[src/rtl/ex_mem_stage.sv]
`default_nettype none
// ============================================================================
// Module      : ex_mem_stage
// Description : Execute-to-memory pipeline register.
//               - Resolves branch/jump redirects from the ALU flags.
//               - Registers the ALU result, store data and control bits.
//               - Supports stall and flush.
//               - Keeps saturating branch statistics counters.
// Revision    : 1.0 - initial release
// ============================================================================
module ex_mem_stage #(
   parameter int WIDTH     = 32,
   parameter int CNT_WIDTH = 16
) (
   input  logic                 clk,
   input  logic                 rst_n,
   input  logic                 ex_valid,
   input  logic [WIDTH-1:0]     alu_out,
   input  logic [3:0]           flags,
   input  logic [WIDTH-1:0]     rs2_data,
   input  logic [4:0]           rd,
   input  logic [2:0]           funct3,
   input  logic                 branch,
   input  logic                 jump,
   input  logic                 reg_write,
   input  logic                 mem_write,
   input  logic [1:0]           result_src,
   input  logic [WIDTH-1:0]     pc_plus4,
   input  logic                 stall,
   input  logic                 flush,
   output logic                 pc_src,
   output logic                 m_valid,
   output logic [WIDTH-1:0]     m_alu_out,
   output logic [WIDTH-1:0]     m_write_data,
   output logic [4:0]           m_rd,
   output logic                 m_reg_write,
   output logic                 m_mem_write,
   output logic [1:0]           m_result_src,
   output logic [WIDTH-1:0]     m_pc_plus4,
   output logic                 m_illegal_br,
   output logic [CNT_WIDTH-1:0] br_count,
   output logic [CNT_WIDTH-1:0] br_taken_count
);

   localparam logic [2:0] c_BEQ  = 3'b000;
   localparam logic [2:0] c_BNE  = 3'b001;
   localparam logic [2:0] c_BLT  = 3'b100;
   localparam logic [2:0] c_BGE  = 3'b101;
   localparam logic [2:0] c_BLTU = 3'b110;
   localparam logic [2:0] c_BGEU = 3'b111;

   logic w_zero, w_sign, w_carry, w_ovf;
   logic w_cond;
   logic w_illegal_f3;
   logic w_adv;
   logic w_bc_max, w_btc_max;

   logic                 r_valid;
   logic [WIDTH-1:0]     r_alu_out;
   logic [WIDTH-1:0]     r_write_data;
   logic [4:0]           r_rd;
   logic                 r_reg_write;
   logic                 r_mem_write;
   logic [1:0]           r_result_src;
   logic [WIDTH-1:0]     r_pc_plus4;
   logic                 r_illegal_br;
   logic [CNT_WIDTH-1:0] r_br_count;
   logic [CNT_WIDTH-1:0] r_br_taken_count;

   assign {w_zero, w_sign, w_carry, w_ovf} = flags;

   // funct3 010/011 are not branch encodings
   assign w_illegal_f3 = (funct3[2:1] == 2'b01);

   // Branch condition decode from the SUB flags; illegal encodings never take
   always_comb begin
      w_cond = 1'b0;
      case (funct3)
         c_BEQ:   w_cond = w_zero;
         c_BNE:   w_cond = ~w_zero;
         c_BLT:   w_cond = w_sign ^ w_ovf;
         c_BGE:   w_cond = ~(w_sign ^ w_ovf);
         c_BLTU:  w_cond = w_carry;
         c_BGEU:  w_cond = ~w_carry;
         default: w_cond = 1'b0;
      endcase
   end

   assign w_adv     = ex_valid & ~stall & ~flush;
   assign pc_src    = w_adv & (jump | (branch & w_cond));
   assign w_bc_max  = &r_br_count;
   assign w_btc_max = &r_br_taken_count;

   // Pipeline register: flush clears, stall holds, otherwise load from execute
   always_ff @(posedge clk or negedge rst_n) begin
      if (!rst_n) begin
         r_valid      <= 1'b0;
         r_alu_out    <= '0;
         r_write_data <= '0;
         r_rd         <= '0;
         r_reg_write  <= 1'b0;
         r_mem_write  <= 1'b0;
         r_result_src <= '0;
         r_pc_plus4   <= '0;
         r_illegal_br <= 1'b0;
      end else if (flush) begin
         r_valid      <= 1'b0;
         r_alu_out    <= '0;
         r_write_data <= '0;
         r_rd         <= '0;
         r_reg_write  <= 1'b0;
         r_mem_write  <= 1'b0;
         r_result_src <= '0;
         r_pc_plus4   <= '0;
         r_illegal_br <= 1'b0;
      end else if (!stall) begin
         r_valid      <= ex_valid;
         r_alu_out    <= alu_out;
         r_write_data <= rs2_data;
         r_rd         <= rd;
         r_reg_write  <= reg_write & ex_valid;
         r_mem_write  <= mem_write & ex_valid;
         r_result_src <= result_src;
         r_pc_plus4   <= pc_plus4;
         r_illegal_br <= ex_valid & branch & w_illegal_f3;
      end
   end

   // Saturating branch statistics; only branches that actually advance count
   always_ff @(posedge clk or negedge rst_n) begin
      if (!rst_n) begin
         r_br_count       <= '0;
         r_br_taken_count <= '0;
      end else if (w_adv && branch) begin
         if (!w_bc_max) begin
            r_br_count <= r_br_count + 1'b1;
         end
         if (w_cond && !w_btc_max) begin
            r_br_taken_count <= r_br_taken_count + 1'b1;
         end
      end
   end

   assign m_valid        = r_valid;
   assign m_alu_out      = r_alu_out;
   assign m_write_data   = r_write_data;
   assign m_rd           = r_rd;
   assign m_reg_write    = r_reg_write;
   assign m_mem_write    = r_mem_write;
   assign m_result_src   = r_result_src;
   assign m_pc_plus4     = r_pc_plus4;
   assign m_illegal_br   = r_illegal_br;
   assign br_count       = r_br_count;
   assign br_taken_count = r_br_taken_count;

endmodule
`default_nettype wire

[config.mk]
export PLATFORM = sky130hd
export DESIGN_NAME = ex_mem_stage
export DESIGN_NICKNAME = d
export VERILOG_FILES = /design/src/rtl/ex_mem_stage.sv
export SDC_FILE = /design/constraint.sdc
export NUM_CORES = 1
export LEC_CHECK = 0
export CORE_ASPECT_RATIO = 1.2
export CORE_MARGIN = 5
export CORE_UTILIZATION = 37
export DETAILED_ROUTE_END_ITERATION = 8
export PLACE_DENSITY = 0.76
export SYNTH_ARGS = -nofsm -noshare
export SYNTH_HDL_FRONTEND = slang
export SYNTH_SLANG_ARGS = --single-unit
[constraint.sdc]
create_clock -name clk -period 4.4 [get_ports clk]
set_clock_uncertainty 0.2 [all_clocks]
set_input_delay 0.44 -clock clk [delete_from_list [all_inputs] [get_ports clk]]
set_output_delay 0.44 -clock clk [all_outputs]
set_load 0.005 [all_outputs]
**Word-level counts from Yosys, hierarchy flattened**

Index checks and enable logic that the tools add are counted.

- Flip-flop bits (word level): 139
- Input port bits: 119
- Output and inout bits: 140
- Word-level logic and storage cells: 63

- Mux-type cells: 19
- Equal/unequal tests: 7
- Add/sub/neg operators: 2
- Bitwise operators: 16
- Reductions and logical operators: 8

Operator list:

| cell | count |
|---|---|
| $mux 32 | 6 |
| $add 16x1->16 const B | 2 |
| $reduce_and 16->1 | 2 |
| $eq 3x3->1 const B | 4 |
| $mux 5 | 2 |
| $and 1x1->1 | 8 |
| $mux 1 | 8 |
| $not 1->1 | 6 |
| $pmux 1 s6 | 1 |
| $mux 2 | 2 |
| $reduce_and 2->1 | 2 |
| $eq 3x1->1 const B | 1 |
| $logic_not 3->1 | 1 |
| $eq 2x1->1 const B | 1 |
| $logic_and 1x1->1 | 2 |
| $ne 2x1->1 const B | 1 |
| $logic_not 1->1 | 1 |
| $or 1x1->1 | 1 |
| $xor 1x1->1 | 1 |

**Logic depth before layout (Yosys ltp)**

Gate-level depths: netlist of the first run.

- Depth after elaboration: 6
- Gate-level depth with buffers: 7
- Gate-level depth less buffers: 6

**Worst setup path after synthesis of the first run**

No wires, ideal clock.

- Path type: register to register
- Start point: register r_br_taken_count[0], in the netlist br_taken_count[0]
- End point: register r_br_taken_count[1], in the netlist br_taken_count[1]
- Arrival time: 1.753 ns
- Setup time: 0.125 ns
- Path buffers: 0
- Clock period less this slack: 2.078 ns
- Data required time: 4.075 ns
- Stages on the path, launching flop included: 7
- Path slack: 2.322 ns
- Cell sequence: dfrtp_1 ha_1 and3_2 nand3_2 nor3_4 nor2_1 mux2_2

- Cells in the longest elaborated chain, start to end: 4
- Elaborated cells on any way between the ends: 5
- Those cells by class: 1 x add/sub; 4 x reduce/logical

Ends and longest elaborated chain:

| element | line | text |
|---|---|---|
| start, declared | 68 | `logic [CNT_WIDTH-1:0] r_br_taken_count;` |
| start signal, assigned | 139 | `r_br_taken_count <= r_br_taken_count + 1'b1;` |
| branches (longest 4 deep; another with $add 16x1->16) | -- |  |

Parallel ways; which one is timed is not known.
A chain may end at the register's enable or synchronous reset.

**Worst setup path in the final report of the first run**

- Start point: input port funct3[0]
- End point: output port pc_src

- Cells in the longest elaborated chain, start to end: 5
- Elaborated cells on any way between the ends: 10
- Those cells by class: 5 x eq/ne; 1 x mux; 3 x bitwise; 1 x reduce/logical

Ends and longest elaborated chain:

| element | line | text |
|---|---|---|
| start, declared | 22 | `input logic [2:0] funct3,` |
| $eq 3x3->1, or another cell as far along | 78 | `case (funct3)` |
| $pmux 1 s6 * | 78 |  |
| $and 1x1->1 * | 90 | `assign pc_src = w_adv & (jump \| (branch & w_cond));` |
| $or 1x1->1 * | 90 |  |
| $and 1x1->1 * | 90 |  |
| end, declared | 31 | `output logic pc_src,` |

Every way passes the cells marked *; elsewhere a longest branch is shown, timed or not.

==> results of run 1 <==
placed cells by master, fill, tap and decap left out, drive strengths merged, types with 2 or more instances in the layout:
master / n
nand2: 15
and4: 5
xnor2: 10
and3: 5
ha: 2
o21ai: 2
dfrtp: 139
inv: 6
nand4: 3
o41ai: 2
nor4: 6
nor3: 5
clkdlybuf4s50: 255
buf: 6
a22oi: 2
clkbuf: 22
nor2: 117
bufinv: 4
nand3: 8
or4: 2
nor3b: 3
clkinvlp: 2
mux2: 3
mux2i: 104
clkinv: 3
xor2: 18
critical path, cell delays in order:
cell and delay (ns):
clkdlybuf4s50_1 0.46, xor3_1 0.40, and3_4 0.21, o21a_1 0.15, nor2_1 0.05, nor3b_1 0.19, clkdlybuf4s50_1 0.57
power groups by stage:
stage | combinational, W | clock [W] | sequential (W)
6_report | 0.000512 | 0.00152 | 0.00143
5_1_grt | 0.000557 | 0.00162 | 0.00145
4_1_cts | 0.000522 | 0.00157 | 0.00143
3_5_place_dp | 0.000517 | 0 | 0.00145
3_3_place_gp | 0.000506 | 0 | 0.00145
2_1_floorplan | 0.000169 | 0 | 0.00145
sequential cells by signal (all words and copies together), names as in the netlist:
| register | flops |
|---|---|
| br_count | 16 |
| br_taken_count | 16 |
| m_alu_out | 32 |
| m_illegal_br | 1 |
| m_mem_write | 1 |
| m_pc_plus4 | 32 |
| m_rd | 5 |
| m_reg_write | 1 |
| m_result_src | 2 |
| m_valid | 1 |
| m_write_data | 32 |
kinds of logic after synthesis:
kind of cell | Yosys count | synth area share
fa+ha+maj | 2 | 0.004190
simple gates | 176 | 0.1471
xor+xnor | 29 | 0.04505
flops | 139 | 0.5826
compound gates | 13 | 0.01886
mux | 107 | 0.1800
buf+inv | 30 | 0.02221
cell usage after synthesis (3+ instances only):
cell type	instances	area [um2]
nand2_1	15	56.30
dfrtp_1	139	3478
nor4_1	3	18.77
nor3_1	4	20.02
mux2_2	3	33.78
nor4_4	3	63.81
inv_1	5	18.77
nand3_1	7	35.03
nand4_1	3	18.77
mux2i_1	104	1041
xor2_1	18	157.7
buf_1	10	37.54
buf_2	4	20.02
xnor2_1	10	87.58
nor3b_1	3	22.52
nor2_1	117	439.2
and4_1	5	43.79
clkbuf_1	9	33.78
and3_1	3	18.77
metal layers:
layer	GRT usage	wire length, um
met4	0.09067	600
met3	0.07486	1426
met1	0.1953	6571
met5	0	0
met2	0.3102	8453
worst paths after layout:
kind                                                       to                     startpoint  depth (start not counted)  slack [ns]
worst min-delay path                 br_count[10]$_DFFE_PN0P_       br_count[10]$_DFFE_PN0P_                          1        0.31
worst max register to register  br_taken_count[1]$_DFFE_PN0P_  br_taken_count[0]$_DFFE_PN0P_                          6        1.99
worst min register to register       br_count[10]$_DFFE_PN0P_       br_count[10]$_DFFE_PN0P_                          1        0.31
min in group asynchronous          m_pc_plus4[17]$_DFFE_PN0P_                          rst_n                          2        0.45
max in group asynchronous             br_count[0]$_DFFE_PN0P_                          rst_n                          3        2.64
worst max-delay path                                   pc_src                      funct3[0]                          7        1.29
stage by stage:
step                total power, W  std cells  instance area, um2  setup slack, ns
floorplan                 0.001617        496                5971            2.322
global placement          0.001955        940                8722            1.280
detailed placement        0.001971        940                8722            1.261
CTS                       0.003521        973                9369            1.239
global route              0.003626        973                9369            1.127
finish                    0.003470        974                9371            1.293
area by class of cell:
cell class | instances | area share
clock inverters | 10 | 0.01736
flip-flops and latches | 139 | 0.3712
diodes | 1 | 0.0002670
multi-input cells | 327 | 0.2518
clock buffers | 22 | 0.05060
repair buffers | 262 | 0.2790
inverters | 5 | 0.002003
well taps | 208 | 0.02777
==> summary.md, run 1 <==
| Metric | Value |
|---|---|
| Mapped Nets | 617 |
| Sequential share of the synthesized area | 0.5826 |
| Core area | roughly 0.016 mm2 |
| Slew margin rel. | 0.2304 |
| DRC viols | 0 |
| IO Port Bufs | 258 |
| Final hold viol count | 0 |
| First-pass DRT Iterations | 5 |
| Share of flip-flops with an asynchronous set or reset | 1.000 |
| Synth cell types | 46 |
| Die Ht | 149.2 um |
| Remaining global-route overflow | 0 |
| Initial antenna violation count | 0 |
| Postcts setup bufs | 0 |
| Register share of total power | 0.413 |
| WP data required | 3.76 ns |
| Register area | 0.003478 mm2 |
| Sink Count | 139 |
| Routed WL per cell | 17.51 um |
| Synth Flop Type | dfrtp_1 |
| Ys Warns | 0 |
| Status | complete, no violations |
| Post-DRT Antenna Nets | 0 |
| Initial Util | 0.3802 |
| CP max FO | 3 |
| Final slew viol count | 0 |
| Number of global-route vias before repair | 5160 |
| Worst skew pair latency | 0.41 ns |
| Gpl congestion | 0.7924 |
| Top-Level Pins | between 200 and 300 |
| Logic gate share of total power | 0.148 |
| Startpoint Class | input port |
| Avg Inst Size Synth | 12.04 um2 |
| Pwr dens | between 300 and 400 mW/mm2 |
| EDFF count, synth | 0 |
| Area taken by multi-input logic gates | 0.002360 mm2 |
| Worst Tran Pin Value | 1.154 ns |
| CTS Root Cell | clkbuf_16 |
| Share of cells above drive strength 1 | 0.06928 |
| # setup viols final | 0 |
| Post-synthesis register bit count | 139 |
| Peak supply drop | about 0.18 mV |
| Layout fillers | ~1300 |
| CP Capture Type | output pin |
| Die area | 0.01879 mm2 |
| Max Freq | approximately 0.32 GHz |
| CTS tree | yes |
| Max-cap violations | 0 |
| Fin crit period | 3.107 ns |
| Num rows | 50 |
| Hold crit path type | reg -> reg |
| Nets | 873 |
| Post-CTS Resized | 0 |
| Setup TNS | 0 ns |
| Final core utilization | 0.5968 |
| DIE WIDTH | between 100 and 150 um |
| CTS Hold Buffers Added | 1 |
| H-tree depth | 4 |
| Syn Inst Count | about 500 |
| Arr. time, crit path | ~2.5 ns |
| CP Class | in -> out |
| Area Overhead vs Synth | 56.96% |
| Clock Path Buffers | 2 |
| Leakage | between 4 and 5 nW |
| Clock power frac | 0.439 |
| Internal power | around 0.0027 W |
| GRT Total Usage | 0.1821 |
| Post-synthesis instance area | 0.005971 mm2 |
| Final Cycle Share | 0.7061 |
| Vias | approximately 4700 |
| Largest net degree at the start of global routing | between 100 and 150 |
| Starting DRT DRC Count | 245 |
| Unrepaired setup endpoints after global routing | false |
| Sw Pwr | about 0.0008 W |
| Fin Hold WS | 0.3051 ns |
| Hpwl dp | around 12000 um |
| Num CTS Buffers | 17 |
| Clock slew at reported path FFs | 0.06 ns |
| First-pass GRT wire length | 27130 um |
| Detailed Route WL | 17050 um |
| Vias/cell | roughly 4.8 |
| Sw frac | 0.2294 |
No activity file was read; power rests on OpenSTA's default activity.
==> run 2, diff against run 1 <==
==> constraint.sdc (replaced) <==
create_clock -name clk -period 3.1 [get_ports clk]
set_clock_uncertainty 0.2 [all_clocks]
set_input_delay 0.31 -clock clk [delete_from_list [all_inputs] [get_ports clk]]
set_output_delay 0.31 -clock clk [all_outputs]
set_load 0.005 [all_outputs]
==> run 2 against run 1 <==
Compared with the run above:
- count of clock-buffer cells in the layout unchanged
- final cell count is 0.10% higher
- non-clock buffer count rose by 2
- total power grew 42%
- global-route usage down 0.32 points
- worst setup slack got worse by 1.0 ns
- sequential power increased by 42%
- worst hold slack got worse by 0.18 ns
- die area did not move
- design area is 0.48% higher
- combinational power increased by 43%
- highest routed layer unchanged
==> summary.md, run 2 (synthesis gave the netlist of run 1 again) <==
| Metric | Value |
|---|---|
| Postcts setup bufs | 0 |
| Post-DRT Antenna Nets | 0 |
| Worst-path cell chain | clkdlybuf4s50_1 > xor3_1 > and3_4 > o21a_1 > nor2_1 > nor3b_1 > clkdlybuf4s50_1 |
| H-tree depth | 4 |
| Layout fillers | 1258 |
| Vias/cell | approximately 4.8 |
| Crit path top cell by count | clkdlybuf4s50_1 |
| Arr. time, crit path | 2.34 ns |
| Worst skew pair latency | ~0.4 ns |
| Core area | 0.01570 mm2 |
| Final slew viol count | 0 |
| Slew margin rel. | 0.4715 |
| Sink Count | 139 |
| Die area | 0.01879 mm2 |
| Crit-path max cell delay | 0.56 ns |
| Placed inst area | 0.008762 mm2 |
| Total power | approximately 0.0049 W |
| DRC viols | 0 |
| Max-cap violations | 0 |
| First-pass GRT wire length | between 20000 and 30000 um |
| Final Cycle Share | 0.9199 |
| Clock Path Buffers | 2 |
| Hold crit path type | in -> reg |
| Detailed Route WL | approximately 17000 um |
| Pwr dens | ~520 mW/mm2 |
| CTS Hold Buffers Added | 1 |
| Leakage | 4.375 nW |
| Final Non-Filler Cells | slightly below 1000 |
| Die Ht | 149.2 um |
| Commonest non-fill, non-tap cell in the layout | clkdlybuf4s50_1 |
| Area Overhead vs Synth | 57.71% |
| First-pass DRT Iterations | 4 |
| Most frequent cells in the layout | clkdlybuf4s50_1 (255), dfrtp_1 (139), nor2_1 (117), mux2i_1 (104), xor2_1 (18) |
| GRT Total Usage | 0.1789 |
| Nets | between 800 and 900 |
| CP max FO | 3 |
| Setup TNS | 0 ns |
| CTS Root Cell | clkbuf_16 |
| Slowest cell on crit path | clkdlybuf4s50_1 |
| Hpwl dp | 12480 um |
| CP Class | in -> out |
| Vias | ~4700 |
| Worst Tran Pin Value | 0.7927 ns |
| Number of global-route vias before repair | 5014 |
| Gpl congestion | 0.8012 |
| Top-Level Pins | between 200 and 300 |
| Unrepaired setup endpoints after global routing | false |
| WP data required | between 2 and 3 ns |
| # setup viols final | 0 |
| Dpl cells | around 940 |
| Share of cells above drive strength 1 | 0.07301 |
| CTS tree | yes |
| Peak supply drop | 0.3003 mV |
| Final Cell Area | 0.009417 mm2 |
| Antenna Cells | 0 |
| Startpoint Class | input port |
| Num CTS Buffers | 17 |
| Starting DRT DRC Count | 192 |
| Fin crit period | 2.852 ns |
| DIE WIDTH | 126.0 um |
| IO Port Bufs | 258 |
| Remaining global-route overflow | 0 |
| CP Capture Type | output pin |
| Max Freq | 0.3507 GHz |
| Num rows | 50 |
| Final core utilization | 0.5997 |
| Initial Util | 0.3802 |
| Routed WL per cell | 17.25 um |
| Initial antenna violation count | 0 |
| Clock slew at reported path FFs | 0.06 ns |
| Status | complete, no violations |
| Largest net degree at the start of global routing | 76 |
| Final hold viol count | 0 |
| Post-CTS Resized | 0 |
## run 2: final cells by class
cell class / instances / area [um2] / share of cell area
flip-flops and latches: 139 / 3478 / 0.3694
clock buffers: 22 / 484.2 / 0.05142
inverters: 5 / 18.77 / 0.001993
repair buffers: 264 / 2655 / 0.2820
multi-input cells: 327 / 2360 / 0.2506
well taps: 208 / 260.3 / 0.02764
clock inverters: 10 / 160.2 / 0.01701
## run 2: metrics by stage
| stage | setup WS [ns] | hold slack, ns |
|---|---|---|
| after global routing | 0.1189 | 0.1253 |
| final | 0.2482 | 0.1263 |
| after floorplan | 1.022 | -0.1856 |
| after global placement | 0.2570 | 0.1130 |
| after detailed placement | 0.2194 | 0.1170 |
| after CTS | 0.1990 | 0.1044 |
## run 2: final timing paths
kind	startpoint	slack, ns	to	depth (start not counted)
max	funct3[0]	0.25	pc_src	7
min reg2reg	br_taken_count[9]$_DFFE_PN0P_	0.30	br_taken_count[9]$_DFFE_PN0P_	1
min in group asynchronous	rst_n	0.25	m_write_data[18]$_DFFE_PN0P_	2
max in group asynchronous	rst_n	1.70	m_alu_out[11]$_DFFE_PN0P_	3
min	flush	0.13	m_alu_out[14]$_DFFE_PN0P_	2
max reg2reg	br_taken_count[0]$_DFFE_PN0P_	0.74	br_taken_count[1]$_DFFE_PN0P_	6
## run 2: metal layers
metal / track usage / share of wire / up-vias
met1: 0.1939 / 0.38 / 2249
li1: - / - / 2207
met2: 0.3054 / 0.50 / 181
met5: 0 / 0 / -
met3: 0.07521 / 0.090 / 34
met4: 0.08047 / 0.028 / 0
## run 2: where the power goes
| part | internal (W) | switching [W] | leakage [nW] |
|---|---|---|---|
| clock | 0.00143 | 0.000744 | 0.317 |
| combinational | 0.000454 | 0.000277 | 2.21 |
| sequential | 0.00193 | 0.0000992 | 1.84 |
## run 2: worst max-delay path, delay by kind of cell
family / cells / cell delay [ns]
buffers and inverters: 2 / 1.03
AND/OR/NAND/NOR: 3 / 0.45
XOR/XNOR: 1 / 0.40
AO/OA/AOI/OAI: 1 / 0.15
